--- config.mk ---
export PLATFORM = sky130hd
export DESIGN_NAME = board_input_cond
export DESIGN_NICKNAME = d
export VERILOG_FILES = /design/src/rtl/board_input_cond.sv
export SDC_FILE = /design/constraint.sdc
export NUM_CORES = 1
export LEC_CHECK = 0
export BUFFER_PORTS_ARGS = -buffer_cell sky130_fd_sc_hd__buf_2
export CAP_MARGIN = 40
export CORE_UTILIZATION = 55
export CTS_CLUSTER_DIAMETER = 100
export DETAILED_ROUTE_END_ITERATION = 12
export PLACE_DENSITY = 0.9
export SLEW_MARGIN = 20
export SYNTH_ARGS = -nofsm -noshare
export SYNTH_HDL_FRONTEND = slang
export SYNTH_SLANG_ARGS = --single-unit
--- constraint.sdc ---
create_clock -name clk_i -period 4.55 [get_ports clk_i]
set_input_delay 0.455 -clock clk_i [delete_from_list [all_inputs] [get_ports clk_i]]
set_output_delay 0.455 -clock clk_i [all_outputs]
set_load 0.02 [all_outputs]
--- src/rtl/board_input_cond.sv ---
// Board input conditioning: synchronizers, button/switch debounce, press pulse and SoC reset
// sequencing. Define BIC_SW_DEBOUNCE_EN to debounce every switch bit like the button.
module board_input_cond #(
  parameter int SW_WIDTH    = 16,
  parameter int SYNC_STAGES = 2,
  parameter int TICK_DIV    = 80000,
  parameter int DB_SAMPLES  = 4,
  parameter int RST_HOLD    = 16
) (
  input  logic                clk_i,
  input  logic                arst_n_i,
  input  logic                btn_i,
  input  logic [SW_WIDTH-1:0] sw_i,
  input  logic                rx_i,
  output logic                btn_o,
  output logic                btn_press_o,
  output logic [SW_WIDTH-1:0] sw_o,
  output logic                rx_o,
  output logic                srst_o
);

  localparam int PW = (TICK_DIV > 1) ? $clog2(TICK_DIV) : 1;
  localparam int CW = (DB_SAMPLES > 1) ? $clog2(DB_SAMPLES) : 1;
  localparam int HW = $clog2(RST_HOLD + 1);

  localparam logic [PW-1:0] TICK_LAST = PW'(TICK_DIV - 1);
  localparam logic [CW-1:0] DB_LAST   = CW'(DB_SAMPLES - 1);
  localparam logic [HW-1:0] HOLD_LAST = HW'(RST_HOLD - 1);

  logic [SYNC_STAGES-1:0]               btn_sync;
  logic [SYNC_STAGES-1:0]               rx_sync;
  logic [SYNC_STAGES-1:0][SW_WIDTH-1:0] sw_sync;
  logic                                 btn_s;
  logic [SW_WIDTH-1:0]                  sw_s;

  always_ff @(posedge clk_i or negedge arst_n_i) begin
    if (!arst_n_i) begin
      btn_sync <= '0;
      rx_sync  <= '1;
      sw_sync  <= '0;
    end else begin
      btn_sync <= {btn_sync[SYNC_STAGES-2:0], btn_i};
      rx_sync  <= {rx_sync[SYNC_STAGES-2:0], rx_i};
      sw_sync  <= {sw_sync[SYNC_STAGES-2:0], sw_i};
    end
  end

  assign btn_s = btn_sync[SYNC_STAGES-1];
  assign sw_s  = sw_sync[SYNC_STAGES-1];
  assign rx_o  = rx_sync[SYNC_STAGES-1];

  logic [PW-1:0] pre_cnt;
  logic          tick;

  assign tick = (pre_cnt == TICK_LAST);

  always_ff @(posedge clk_i or negedge arst_n_i) begin
    if (!arst_n_i) begin
      pre_cnt <= '0;
    end else begin
      pre_cnt <= tick ? '0 : pre_cnt + PW'(1);
    end
  end

  logic          btn_db;
  logic [CW-1:0] btn_cnt;
  logic          btn_prev;
  logic          press;

  always_ff @(posedge clk_i or negedge arst_n_i) begin
    if (!arst_n_i) begin
      btn_db  <= 1'b0;
      btn_cnt <= '0;
    end else if (tick) begin
      if (btn_s == btn_db) begin
        btn_cnt <= '0;
      end else if (btn_cnt == DB_LAST) begin
        btn_db  <= btn_s;
        btn_cnt <= '0;
      end else begin
        btn_cnt <= btn_cnt + CW'(1);
      end
    end
  end

  // Pulse lands the cycle after btn_db rises; releases and held levels give nothing.
  always_ff @(posedge clk_i or negedge arst_n_i) begin
    if (!arst_n_i) begin
      btn_prev <= 1'b0;
      press    <= 1'b0;
    end else begin
      btn_prev <= btn_db;
      press    <= btn_db & ~btn_prev;
    end
  end

  assign btn_o       = btn_db;
  assign btn_press_o = press;

`ifdef BIC_SW_DEBOUNCE_EN
  logic [SW_WIDTH-1:0] sw_db;
  logic [CW-1:0]       sw_cnt [SW_WIDTH];

  always_ff @(posedge clk_i or negedge arst_n_i) begin
    if (!arst_n_i) begin
      sw_db <= '0;
      for (int i = 0; i < SW_WIDTH; i++) begin
        sw_cnt[i] <= '0;
      end
    end else if (tick) begin
      for (int i = 0; i < SW_WIDTH; i++) begin
        if (sw_s[i] == sw_db[i]) begin
          sw_cnt[i] <= '0;
        end else if (sw_cnt[i] == DB_LAST) begin
          sw_db[i]  <= sw_s[i];
          sw_cnt[i] <= '0;
        end else begin
          sw_cnt[i] <= sw_cnt[i] + CW'(1);
        end
      end
    end
  end

  assign sw_o = sw_db;
`else
  assign sw_o = sw_s;
`endif

  // Hold counter stops once srst drops, so it saturates at RST_HOLD.
  logic [HW-1:0] hold_cnt;
  logic          srst;

  always_ff @(posedge clk_i or negedge arst_n_i) begin
    if (!arst_n_i) begin
      hold_cnt <= '0;
      srst     <= 1'b1;
    end else if (srst) begin
      hold_cnt <= hold_cnt + HW'(1);
      if (hold_cnt == HOLD_LAST) begin
        srst <= 1'b0;
      end
    end
  end

  assign srst_o = srst;

endmodule

Yosys cells after proc, flatten, opt, wreduce, memory -nomap -nowiden. Cells that the tools add are included.

Flip-flop bits (word level): 64. Input bits: 20. Output and inout bits: 20. Word-level logic and storage cells: 27.

Add/sub/neg operators: 3. Equal/unequal tests: 4. Multiplexer cells: 5. Bitwise logic cells: 3. Reductions and logical operators: 1.

Operator list (count): 17-bit by 1-bit adder with 17-bit output (second input constant) (1); 17-bit equality test (second input constant) (1); 17-bit 2-to-1 mux (1); 5-bit by 1-bit adder with 5-bit output (second input constant) (1); 5-bit by 4-bit equality test with 1-bit output (second input constant) (1); 2-bit 2-to-1 mux (2); 3-bit AND reduction (1); 2-bit by 1-bit adder with 2-bit output (second input constant) (1); 2-bit equality test (second input constant) (1); 1-bit 2-to-1 mux (2); 1-bit NOT (2); 1-bit AND (1); 1-bit equality test (1).

Logic depth before layout (Yosys ltp). Gate-level depths: netlist of run 1.

Depth in word-level cells: 3. Gate-level depth with buffers: 5. Mapped depth without buffers: 5.

Least setup slack after synthesis of run 1. No wires, ideal clock.

Kind: flip-flop to flip-flop. Start: register pre_cnt[8]. End: register btn_cnt[0]. Library setup time: 127 ps. Data arrival time: 1380 ps. Data required time: 4423 ps. Path slack: 3042 ps. Cell stages (with the launch flop): 6. Buffers on the path: 1. Clock period less this slack: 1508 ps. Cells stage by stage: dfrtp_1 -> nor4b_2 -> nand4_1 -> nor2_2 -> buf_6 -> mux2_1.

Word-level cells in the longest chain between the ends: 1.

Ends and longest elaborated chain: from (decl) (RTL line 52) `logic [PW-1:0] pre_cnt;`; from (signal assigned) (RTL line 61) `pre_cnt <= tick ? '0 : pre_cnt + PW'(1);`; 17-bit equality test (RTL line 55) `assign tick = (pre_cnt == TICK_LAST);`; to (signal assigned) (RTL line 81) `btn_cnt <= btn_cnt + CW'(1);`; to (decl) (RTL line 66) `logic [CW-1:0] btn_cnt;`.

No other way between the ends. A chain may end at the register's enable or synchronous reset.

Worst setup path after layout of run 1.
Start: register pre_cnt[8]. End: register btn_cnt[1].

Same word-level chain as after synthesis.

==> results of run 1 <==
-- metal layers --
| metal | vias to the layer above | wire length [microns] |
|---|---|---|
| li1 | 568 | - |
| met1 | 618 | 1470 |
| met2 | 32 | 1983 |
| met3 | 7 | 166 |
| met4 | 0 | 66 |
| met5 | - | 0 |
-- logic make-up after synthesis --
family        after synthesis  synth area share
fa+ha+maj                   4           0.02208
buf+inv                    22           0.06622
simple gates               44            0.1060
flops                      64            0.7081
mux                         5           0.02428
xor+xnor                   19           0.07340
-- area by class of cell --
type	instances	area [sq um]
Clock buffer	12	155.1
Timing Repair Buffer	40	202.7
Inverter	4	15.01
Clock inverter	4	28.78
Tap cell	48	60.06
Sequential cell	64	1605
Multi-Input combinational cell	72	511.7
Fill cell	260	1220
-- worst max-delay path: stages, from the launching register on --
cell	delay, ns
dfrtp_1	0.46
nor4b_2	0.32
nand4_1	0.17
nor2_2	0.38
mux2_2	0.38
-- power groups by stage --
stage / Sequential, mW / Combinational (mW) / Clock (mW)
after floorplan: 0.600 / 0.0210 / 0
after global placement: 0.600 / 0.0372 / 0
after detailed placement: 0.602 / 0.0381 / 0
after CTS: 0.591 / 0.0381 / 0.446
after global routing: 0.592 / 0.0413 / 0.474
final: 0.591 / 0.0369 / 0.436
-- synthesized netlist by cell type, drive strengths merged --
| library cell | instances | area, sq um |
|---|---|---|
| xor2 | 6 | 52.55 |
| nor4b | 1 | 15.01 |
| nand4 | 6 | 43.79 |
| nand2 | 3 | 11.26 |
| dfrtp | 61 | 1526 |
| mux2i | 1 | 10.01 |
| nor3 | 5 | 25.02 |
| clkbuf | 1 | 3.750 |
| ha | 4 | 50.05 |
| mux2 | 4 | 45.04 |
| nor2 | 13 | 51.30 |
| xnor2 | 13 | 113.9 |
| and3 | 4 | 25.02 |
| nor4 | 2 | 12.51 |
| inv | 4 | 15.01 |
| nand3 | 5 | 25.02 |
| buf | 17 | 131.4 |
| nor2b | 5 | 31.28 |
| dfstp | 3 | 78.83 |
-- flip-flops by register name, summed over array words and instances, names as in the netlist --
name         cells
btn_cnt          2
btn_prev         1
rx_sync          2
sw_sync         16
btn_sync         2
btn_press_o      1
btn_o            1
srst_o           1
pre_cnt         17
sw_o            16
hold_cnt         5
-- how the worst min path moves through the flow --
stage | to | startpoint | slack [ns] | cells past startpoint
after floorplan | btn_cnt[0] | arst_n_i | 0.16 | 0
after global placement | sw_o[5] | sw_sync[5] | 0.33 | 0
after detailed placement | sw_o[0] | sw_sync[0] | 0.34 | 0
after CTS | rx_sync[0] | rx_i | 0.21 | 1
after global routing | sw_sync[13] | sw_i[13] | 0.20 | 1
final | rx_sync[0] | rx_i | 0.21 | 1
-- metrics by stage --
step / instances / total power [mW]
global placement: 228 / 0.6368
global route: 244 / 1.107
CTS: 244 / 1.075
floorplan: 158 / 0.6212
finish: 244 / 1.064
detailed placement: 228 / 0.6398
==> run summary, run 1 <==
Status: completed
R2r worst-path depth: 4
GPL Wtd Cong: 0.8731
Final Hold Viols: 0
Root buf cell: clkbuf_8
Total grt overflow: 0
Clock slew at reported path FFs: 0.08 ns
Placed inst area: 2395 sq um
Area grow syn2layout: 13.74%
CP Launch Type: register
Routing usage on met3: 0.05172
Nets: 215
Switching Fraction: 0.2247
Gr busiest metal: met2
Post-layout util: 0.6789
Worst slew margin: 0.4992
Core Area: 3799 sq um
Count of input and output buffers: 39
HP Class: in2reg
Yosys cell types: 23
Max clock buf depth: 2
Initial Util: 0.5968
CP Max Fanout: 11
Horiz. Die Dim: 66.21 microns
Detailed Place HPWL: 2546 microns
Ys Warns: 0
Peak supply drop: 0.2437 mV
RSZ-0062 raised after global routing: false
Vias/cell: 5.020
Pleak: 1.306 nW
Switch Pwr: 239.0 uW
Critical path arrival: 2.05 ns
IO Pins: 40
CTS tree: yes
DRC violations left: 0
Critical Path RT: 4.76 ns
Synthesis-stage register bit count: 64
Total of max-cap violations: 0
Vias in the first global route: 1319
GRT met2 Usage: 0.3444
Element type at the critical path end: register
Final worst-path cycle share: 0.4037
Setup bufs post-CTS: 0
TritonCTS Buffers: 9
Final setup viols: 0
Rows: 22
Final Cell Area: 2579 sq um
Clock share of power: 0.410
Via Count: 1225
Pin count of the biggest net entering global routing: 65
FF-to-FF Start: pre_cnt[8]
First-pass GRT wire length: 6113 microns
Final max-slew violation count: 0
Clock Skew: 0.01352 ns
Post-DRT Antenna Nets: 0
CP startpoint: pre_cnt[8]
Final TNS setup: 0 ns
Most frequent cells in the layout: dfrtp_1, buf_2, xnor2_1, nor2_1, clkbuf_8
Sequential share of the synthesized area: 0.7081
Syn Area/Cell: 14.35 sq um
Commonest non-fill, non-tap cell in the layout: dfrtp_1
Final Critical Period: 1.837 ns
Cts repair resizes: 0
GR met1 Demand/Resource: 0.2295
Final Worst Setup Slack: 2.713 ns
DIE AREA: 4383 sq um
Placement Setup Slack: 2.778 ns
Hold_ws: 0.2146 ns
RR Endpoint: btn_cnt[1]
Syn_nets: 182
H-Tree Depth: 3
Layout cells sized above 1: 0.3265
Post-Route WL: 3688 microns
Worst-Skew Late Latency: 0.34 ns
Synthesized area: 2267 sq um
Cts-stage hold buffer count: 0
Sequential share of power: 0.555
Slew @ Worst Pin: 0.7512 ns
CTS Sinks: 64
Chip Height: 66.21 microns
Initial antenna violation count: 0
Power Density: 412.6 nW/um^2
Flop2flop setup slack: 2.71 ns
Critical path destination: btn_cnt[1]
DR iter-0 viols: 65
Drt wl/cell: 15.11 microns
Synthesized instance count: 158
Comb pwr share: 0.035
Cell-internal power: 824.9 uW
Highest clock rate: 544.4 MHz
Global Route Usage Sum: 0.2033
N_diodes: 0
Kind of critical path: reg2reg
Drt first pass iters: 4
No activity file was read; power rests on OpenSTA's default activity.
==> inputs of run 2 (changes only) <==
CORE_UTILIZATION = 54   (was 55)
PLACE_DENSITY = 0.88   (was 0.9)
clock period = 1.88 ns   (was 4.55 ns; I/O delays follow)
==> run 2 against run 1 <==
Net effect: sequential share of layout area is 5.0 points lower; wire length increased by 12%; core utilization rose by 1.7 points; critical path type unchanged; global-route usage rose by 1.8 points; worst hold slack improved by 0.14 ns; highest routed layer unchanged; via count increased by 6.4%; power rose to 2.5 times the previous value; cell count rose by 9.0%; non-clock buffer count grew 20; register-to-register slack worse by 2.5 ns.
==> run summary, run 2 (synthesis gave the netlist of run 1 again) <==
Status: completed
CP Launch Type: register
Largest register FFs: 17 (unchanged)
H-Tree Depth: 3 (unchanged)
Clock share of power: 0.425 (+0.015)
Final TNS setup: 0 ns (unchanged)
Sequential share of power: 0.529 (-0.026)
GPL Wtd Cong: 0.7774 (-11%)
TritonCTS Buffers: 9 (unchanged)
Fill count: 277 (+6.5%)
Switch Pwr: 618.7 uW (+160%)
CTS Sinks: 64 (unchanged)
Pleak: 1.398 nW (+7.1%)
Total of max-cap violations: 0 (unchanged)
Fin cells: 266 (+9.0%)
Post-DRT Antenna Nets: 0 (unchanged)
Setup bufs post-CTS: 0 (unchanged)
Kind of critical path: reg2reg
Peak supply drop: 0.6693 mV (+170%)
RSZ-0062 raised after global routing: false
HP Class: reg2reg
Nets: 235 (+9.3%)
Core Area: 4029 sq um (+6.1%)
Global Route Usage Sum: 0.2212 (+0.01788)
Initial Util: 0.5627 (-0.03411)
Highest clock rate: 611.0 MHz (+12%)
Final Power: 2.704 mW (+150%)
Chip Height: 66.80 microns (+0.89%)
Drt first pass iters: 4 (unchanged)
Most frequent cells in the layout: dfrtp_1, buf_2, dlygate4sd3_1, xnor2_1, nor2_1
Worst slew margin: 0.6146 (+0.1154)
R2r worst-path depth: 5 (+1)
Worst-Skew Late Latency: 0.33 ns (about the same)
Root buf cell: clkbuf_8
First-pass GRT wire length: 6520 microns (+6.7%)
Commonest non-fill, non-tap cell in the layout: dfrtp_1
Clock Skew: 0.004033 ns (-0.009489 ns)
Cts-stage hold buffer count: 19 (+19)
Final max-slew violation count: 0 (unchanged)
Cts repair resizes: 0 (unchanged)
Via Count: 1304 (+6.4%)
Critical path arrival: 1.85 ns (-0.20 ns)
DR iter-0 viols: 102 (+57%)
Post-Route WL: 4120 microns (+12%)
Critical Path RT: 2.10 ns (-2.66 ns)
Vias/cell: 4.902 (-2.4%)
Clock slew at reported path FFs: 0.07 ns (about the same)
Comb pwr share: 0.047 (+0.012)
Area grow syn2layout: 23.62%
Power Density: 964.7 nW/um^2 (+130%)
Detailed Place HPWL: 2359 microns (-7.3%)
N_diodes: 0 (unchanged)
Layout cells sized above 1: 0.3056 (-0.02098)
Final Hold Viols: 0 (unchanged)
Most flops, register: pre_cnt
Pin count of the biggest net entering global routing: 41 (-37%)
Hold Path Depth: 0 (-1)
Placed inst area: 2417 sq um (+0.94%)
CP Max Fanout: 7 (-4)
Drt wl/cell: 15.49 microns (+2.5%)
Max clock buf depth: 2 (unchanged)
Slew @ Worst Pin: 0.5781 ns (-0.1731 ns)
CTS tree: yes
Rows: 23 (+4.5%)
Final setup viols: 0 (unchanged)
Total grt overflow: 0 (unchanged)
Initial antenna violation count: 0 (unchanged)
DRC violations left: 0 (unchanged)
Vias in the first global route: 1387 (+5.2%)
Horiz. Die Dim: 66.80 microns (+0.89%)
IO Pins: 40 (unchanged)
DIE AREA: 4462 sq um (+1.8%)
Count of input and output buffers: 39 (unchanged)
Cell total after placement: 231 (+1.3%)
Final worst-path cycle share: 0.8706 (+0.4669)
Cell-internal power: 2.085 mW (+150%)
Switching Fraction: 0.2288 (+0.004165)
Final Cell Area: 2803 sq um (+8.7%)
Final Critical Period: 1.637 ns (-0.2003 ns)
Element type at the critical path end: register
-- run 2: worst max-delay path: stages (launching register included) --
cell and delay [ns]:
dfrtp_1 0.39, ha_1 0.20, nand3_1 0.24, nor3_1 0.39
nand3_1 0.15, xnor2_1 0.14
-- run 2: through the flow --
stage / hold slack (ns) / worst slack, ns / utilization
final: 0.3505 / 0.2432 / 0.6957
after global routing: 0.3590 / 0.09874 / 0.6957
after CTS: 0.3514 / 0.2820 / 0.6957
after detailed placement: 0.2120 / 0.3094 / 0.6000
after global placement: 0.2074 / 0.3790 / 0.6000
after floorplan: -0.1076 / 0.3724 / -
-- run 2: worst paths after layout --
check,slack [ns],start,endpoint
worst max register to register,0.24,pre_cnt[0],pre_cnt[14]
min in group asynchronous,0.41,arst_n_i,sw_sync[8]
worst min register to register,0.35,sw_sync[12],sw_o[12]
worst max-delay path,0.24,pre_cnt[0],pre_cnt[14]
max in group asynchronous,0.81,arst_n_i,rx_sync[1]
worst min-delay path,0.35,sw_sync[12],sw_o[12]
-- run 2: metal layers --
layer	GRT usage	up-vias	share of wire
met2	0.3687	29	0.55
met4	0.1569	0	0.031
li1	-	606	-
met1	0.2441	660	0.39
met3	0.05651	9	0.033
met5	0	-	0
-- run 2: layout make-up --
type,instances,area (sq um),share of cell area
Multi-Input combinational cell,72,511.7,0.1826
Timing Repair Buffer,60,412.9,0.1473
Clock buffer,9,123.9,0.04420
Clock inverter,7,71.32,0.02545
Sequential cell,64,1605,0.5728
Inverter,4,15.01,0.005357
Tap cell,50,62.56,0.02232
-- run 2: power by group through the flow --
stage | clock network (mW) | registers, mW | logic, mW
6_report | 1.15 | 1.43 | 0.126
5_1_grt | 1.24 | 1.43 | 0.139
4_1_cts | 1.16 | 1.43 | 0.128
3_5_place_dp | 0 | 1.45 | 0.0975
3_3_place_gp | 0 | 1.45 | 0.0949
2_1_floorplan | 0 | 1.45 | 0.0508
